### config.mk
export PLATFORM = sky130hd
export DESIGN_NAME = aes_sub_sched
export DESIGN_NICKNAME = d
export VERILOG_FILES = /design/src/rtl/aes_sub_sched.sv
export SDC_FILE = /design/constraint.sdc
export NUM_CORES = 1
export LEC_CHECK = 0
export ABC_AREA = 1
export CAP_MARGIN = 0
export CELL_PAD_IN_SITES_DETAIL_PLACEMENT = 2
export CELL_PAD_IN_SITES_GLOBAL_PLACEMENT = 2
export CORE_MARGIN = 5
export CORE_UTILIZATION = 25
export CTS_BUF_LIST = sky130_fd_sc_hd__clkbuf_8 sky130_fd_sc_hd__clkbuf_16
export DETAILED_ROUTE_END_ITERATION = 10
export DONT_BUFFER_PORTS = 1
export PLACE_DENSITY_LB_ADDON = 0.15
export SLEW_MARGIN = 20
export SYNTH_ARGS = -nofsm -noshare
export SYNTH_HDL_FRONTEND = slang
export SYNTH_SLANG_ARGS = --single-unit
### constraint.sdc
create_clock -name clk -period 2.4 [get_ports clk]
set_input_delay 0.24 -clock clk [delete_from_list [all_inputs] [get_ports clk]]
set_output_delay 0.24 -clock clk [all_outputs]
set_load 0.02 [all_outputs]
### src/rtl/aes_sub_sched.sv
// Time-shares one external SBOX_BYTES-wide S-box between datapath SubBytes and key-schedule SubWord.
// Optional grant counters are compiled in with `define AES_SUB_SCHED_STATS_EN.
module aes_sub_sched #(
    parameter int unsigned SBOX_BYTES = 4
) (
    input  logic                      clk,
    input  logic                      rst_n,
    input  logic                      dp_req_valid,
    output logic                      dp_req_ready,
    input  logic [127:0]              dp_req_data,
    output logic                      dp_rsp_valid,
    input  logic                      dp_rsp_ready,
    output logic [127:0]              dp_rsp_data,
    input  logic                      ks_req_valid,
    output logic                      ks_req_ready,
    input  logic [31:0]               ks_req_data,
    output logic                      ks_rsp_valid,
    input  logic                      ks_rsp_ready,
    output logic [31:0]               ks_rsp_data,
    output logic [SBOX_BYTES*8-1:0]   sbox_in,
    input  logic [SBOX_BYTES*8-1:0]   sbox_out
`ifdef AES_SUB_SCHED_STATS_EN
    ,
    output logic [15:0]               dp_grant_cnt,
    output logic [15:0]               ks_grant_cnt
`endif
);

    localparam int unsigned SW = SBOX_BYTES * 8;
    localparam int unsigned P  = 16 / SBOX_BYTES;
    localparam int unsigned CW = 2;

    typedef enum logic [2:0] {
        IDLE    = 3'd0,
        DP_BUSY = 3'd1,
        DP_RSP  = 3'd2,
        KS_BUSY = 3'd3,
        KS_RSP  = 3'd4
    } state_t;

    state_t          state_q;
    state_t          state_d;
    logic [CW-1:0]   pass_q;
    logic            last_ks_q;
    logic [127:0]    cap_q;
    logic [127:0]    cap_upd;
    logic            last_pass;
    logic            dp_acc;
    logic            ks_acc;
    int unsigned     pass_idx;
    int unsigned     next_idx;

    assign pass_idx  = 32'(pass_q);
    assign next_idx  = pass_idx + 32'd1;
    assign last_pass = (pass_q == CW'(P - 1));
    assign dp_acc    = dp_req_valid && dp_req_ready;
    assign ks_acc    = ks_req_valid && ks_req_ready;

    // Captured state with the current pass's slice already substituted; consumed slices are reused.
    always_comb begin
        cap_upd = cap_q;
        cap_upd[pass_idx*SW +: SW] = sbox_out;
    end

    always_ff @(posedge clk or negedge rst_n) begin
        if (!rst_n) begin
            state_q <= IDLE;
        end else begin
            state_q <= state_d;
        end
    end

    // Next state and round-robin grant; readies are gated by reset so none shows while held.
    always_comb begin
        state_d      = state_q;
        dp_req_ready = 1'b0;
        ks_req_ready = 1'b0;
        case (state_q)
            IDLE: begin
                if (rst_n) begin
                    if (dp_req_valid && (!ks_req_valid || last_ks_q)) begin
                        dp_req_ready = 1'b1;
                        state_d      = DP_BUSY;
                    end else if (ks_req_valid) begin
                        ks_req_ready = 1'b1;
                        state_d      = KS_BUSY;
                    end
                end
            end
            DP_BUSY: begin
                if (last_pass) begin
                    state_d = DP_RSP;
                end
            end
            DP_RSP: begin
                if (dp_rsp_ready) begin
                    state_d = IDLE;
                end
            end
            KS_BUSY: state_d = KS_RSP;
            KS_RSP: begin
                if (ks_rsp_ready) begin
                    state_d = IDLE;
                end
            end
            default: state_d = IDLE;
        endcase
    end

    // Datapath: sbox_in is preloaded one edge ahead so each pass sees its slice for a full cycle.
    always_ff @(posedge clk or negedge rst_n) begin
        if (!rst_n) begin
            pass_q       <= '0;
            last_ks_q    <= 1'b0;
            cap_q        <= '0;
            dp_rsp_data  <= '0;
            ks_rsp_data  <= '0;
            sbox_in      <= '0;
            dp_rsp_valid <= 1'b0;
            ks_rsp_valid <= 1'b0;
        end else begin
            dp_rsp_valid <= (state_d == DP_RSP);
            ks_rsp_valid <= (state_d == KS_RSP);
            sbox_in      <= '0;
            if (dp_acc) begin
                cap_q     <= dp_req_data;
                sbox_in   <= dp_req_data[SW-1:0];
                pass_q    <= '0;
                last_ks_q <= 1'b0;
            end
            if (ks_acc) begin
                sbox_in   <= SW'(ks_req_data);
                last_ks_q <= 1'b1;
            end
            if (state_q == DP_BUSY) begin
                cap_q <= cap_upd;
                if (last_pass) begin
                    dp_rsp_data <= cap_upd;
                    pass_q      <= '0;
                end else begin
                    pass_q  <= pass_q + CW'(1);
                    sbox_in <= cap_q[next_idx*SW +: SW];
                end
            end
            if (state_q == KS_BUSY) begin
                ks_rsp_data <= sbox_out[31:0];
            end
        end
    end

`ifdef AES_SUB_SCHED_STATS_EN
    // Saturating accept counters.
    always_ff @(posedge clk or negedge rst_n) begin
        if (!rst_n) begin
            dp_grant_cnt <= '0;
            ks_grant_cnt <= '0;
        end else begin
            if (dp_acc && (dp_grant_cnt != 16'hFFFF)) begin
                dp_grant_cnt <= dp_grant_cnt + 16'd1;
            end
            if (ks_acc && (ks_grant_cnt != 16'hFFFF)) begin
                ks_grant_cnt <= ks_grant_cnt + 16'd1;
            end
        end
    end
`endif

endmodule

==> metrics <==
largest net degree at the start of global routing=331; Worst VDD drop=1.25 mV; Setup Skew=0.0157 ns; setup ws final=0.0852 ns; first-pass GRT wire length=124000 um; Post-Synthesis Cells=2124; CP Data Arrival Time=2.82 ns; Least-Margin Pin Slew=0.922 ns; routed via count=~16k; period utilization=a little over nine tenths; final WL=84900 um; Inst Count DP=2865; Synth Register Bits=approximately 330; cells along the critical path=inv_1 > buf_6 > nand2_1 > buf_4 > o21ai_0 > nand2_1 > nand3_1 > dlygate4sd3_1; R2R depth=8; core area=64500 um2; leakage power total=0.0100 uW; Critical Path RT=2.90 ns; htree depth=2; count of pins over their slew limit=0; fin crit period=2.31 ns; Initial Util=25.3%; final std cells w/o fill=3152; CTS tree=yes; Clock Tree Buf Depth=3; r2r setup slk=0.09 ns; HPWL after detailed placement=approximately 55000 um; RSZ-0062 raised after global routing=false; Avg Inst Size Synth=about 7.7 um2; Reg area=a little over 8000 um2; synth unique cells=24; Die ar.=a little over 70000 um2; Final Core Density=approximately 32%; worst-skew pair later-pin latency=0.57 ns; setup TNS=0 ns; Slew headroom=38.5%; reg2reg start=pass_q[0]$_DFFE_PN0P_; Die Width=265 um; Worst Hold Class=in -> async; CTS sink cnt=around 330; Die Span Y=265 um; Pre-antenna DRT Iters=5; standard-cell rows=93; power density over cell area=~1500 nW/um2; layout cells sized above 1=6.86%; clk root buf=clkbuf_16; Final Hold Fails=328; fillcell total=about 7.4k; vias in the first global route=17.6k; # port buffers=0; drt via density=5.07; yosys synthesis warning count=0; fmax=0.432 GHz; cell family with most CP delay=buffers and inverters; multi-input logic area=approximately 6600 um2; Cell Area, Synth=16300 um2; syn_nets=2328; gr usage total=a little under a quarter; Nets=2462; violated checks=negative hold slack; Num CTS Buffers=43; DRC=0; remaining global-route overflow=0; antenna violation net count after detailed routing=0; most used cell, CP=nand2_1; clk slew on worst S/H paths=~0.06 ns; pre-CTS setup slack=0.196 ns; crit path kind=reg -> reg; final hold slack=-0.602 ns; initial antenna violation count=10; area grow syn2layout=27.4%; routability congestion estimate=around 0.84; Worst path slowest cell=dfrtp_4; CP max stage delay=approximately 0.55 ns; DRT iter0 DRCs=972; Setup Viol. Count Final=0; status=finished with violations; crit path buf inv count=4; crit path max fanout=16; register area share after synthesis=50.3%; # IOs=roughly 390; reg-to-reg endpoint=sbox_in[28]$_DFF_PN0_; Critical Path End Type=flip-flop; CP Launch Type=flip-flop; # Max-Cap Violations=0; wire per inst=approximately 27 um
-- power by group --
part	internal (uW)	total (uW)	switching [uW]
clock	4290	7010	2720
combinational	3700	12300	8580
sequential	7750	11300	3580
-- Yosys cell counts --
library cell	number	share of area, %
inv_1	189	4.4
a21oi_1	25	0.77
buf_2	83	2.5
a21boi_4	1	0.12
dfrtp_1	328	50
clkbuf_1	55	1.3
or2_2	1	0.038
nand3_1	417	13
o22ai_1	129	5.0
inv_2	9	0.21
buf_6	7	0.48
nand2_4	1	0.069
o31ai_1	3	0.14
ha_1	6	0.46
nor2_1	98	2.3
clkinv_2	1	0.031
o21ai_0	85	2.6
nand2_2	2	0.077
nand3_2	12	0.74
nand2_1	649	15
o21ai_1	5	0.15
nor2_4	2	0.14
buf_1	10	0.23
buf_4	6	0.28
-- logic make-up (layout without fill, tap and decap cells) --
| logic type | after synthesis | in the layout | synth area share, % |
|---|---|---|---|
| adder cells (fa/ha/maj) | 6 | 6 | 0.460 |
| other | 0 | 7 | 0 |
| AND/OR/NAND/NOR | 1182 | 1182 | 31.1 |
| buffers and inverters | 360 | 526 | 9.39 |
| flip-flops | 328 | 328 | 50.3 |
| AO/OA/AOI/OAI | 248 | 248 | 8.73 |
-- how the worst max path moves through the flow --
stage | from | to | slack [ns] | cells past startpoint
after global routing | pass_q[0]$_DFFE_PN0P_ | cap_q[99]$_DFFE_PN0P_ | 0.005 | 8
after floorplan | pass_q[1]$_DFFE_PN0P_ | cap_q[44]$_DFFE_PN0P_ | 0.42 | 8
final | pass_q[0]$_DFFE_PN0P_ | sbox_in[28]$_DFF_PN0_ | 0.09 | 8
after global placement | state_q[1]$_DFF_PN0_ | dp_rsp_data[61]$_DFFE_PN0P_ | 0.27 | 8
after detailed placement | pass_q[0]$_DFFE_PN0P_ | cap_q[126]$_DFFE_PN0P_ | 0.20 | 8
after CTS | last_ks_q$_DFFE_PN0P_ | sbox_in[9]$_DFF_PN0_ | 0.04 | 8
-- routing by layer --
metal,share of wire (%),track usage [%],up-vias
met3,6.9,5.08,98
met1,47,34.5,8236
li1,-,-,7185
met4,2.5,5.59,4
met2,43,34.8,454
met5,0.031,0,-
-- repair_timing --
| action | CTS | global route |
|---|---|---|
| hold buffers | 200 | 1 |
| buffers inserted | 0 | 2 |
| endpoints found under the hold margin | 599 | 329 |
| pin swaps | 0 | 1 |
| endpoints found under the setup margin | 1 | 5 |
| gates resized for setup | 1 | 3 |
-- layout by cell type, fill, tap and decap left out, types with 5 or more instances in the layout --
cell type	instances
a21oi_1	25
buf_12	16
buf_4	32
bufinv_16	5
clkbuf_16	45
clkbuf_8	12
clkinv_2	6
dfrtp_1	327
diode_2	7
dlygate4sd3_1	201
inv_1	196
inv_2	6
nand2_1	646
nand3_1	415
nand3_2	12
nor2_1	98
o21ai_0	85
o21ai_1	5
o22ai_1	129
-- per-stage QoR --
step           hold slack, ns  instance area [um2]  power, uW
6_report               -0.602                20800      30600
5_1_grt                -0.640                20800      32500
4_1_cts                -0.644                20700      30900
3_5_place_dp          -0.0363                17200      23300
3_3_place_gp          -0.0373                17200      23000
2_1_floorplan         -0.0556                16300      18300
-- cell type report --
class                   instances  share of cell area, %
multi-input cells            1436                   31.8
inverters                     199                   3.66
repair buffers                250                   12.4
clock inverters                20                   1.07
well taps                     855                   5.15
flip-flops and latches        328                   39.5
diodes                          7                 0.0844
clock buffers                  57                   6.22
-- flip-flops by register name, indices dropped and copies added, names as in the netlist --
| name | count |
|---|---|
| cap_q | 128 |
| dp_rsp_data | 128 |
| dp_rsp_valid | 1 |
| ks_rsp_data | 32 |
| ks_rsp_valid | 1 |
| last_ks_q | 1 |
| pass_q | 2 |
| sbox_in | 32 |
| state_q | 3 |
Power figures use the tool's default switching activity.
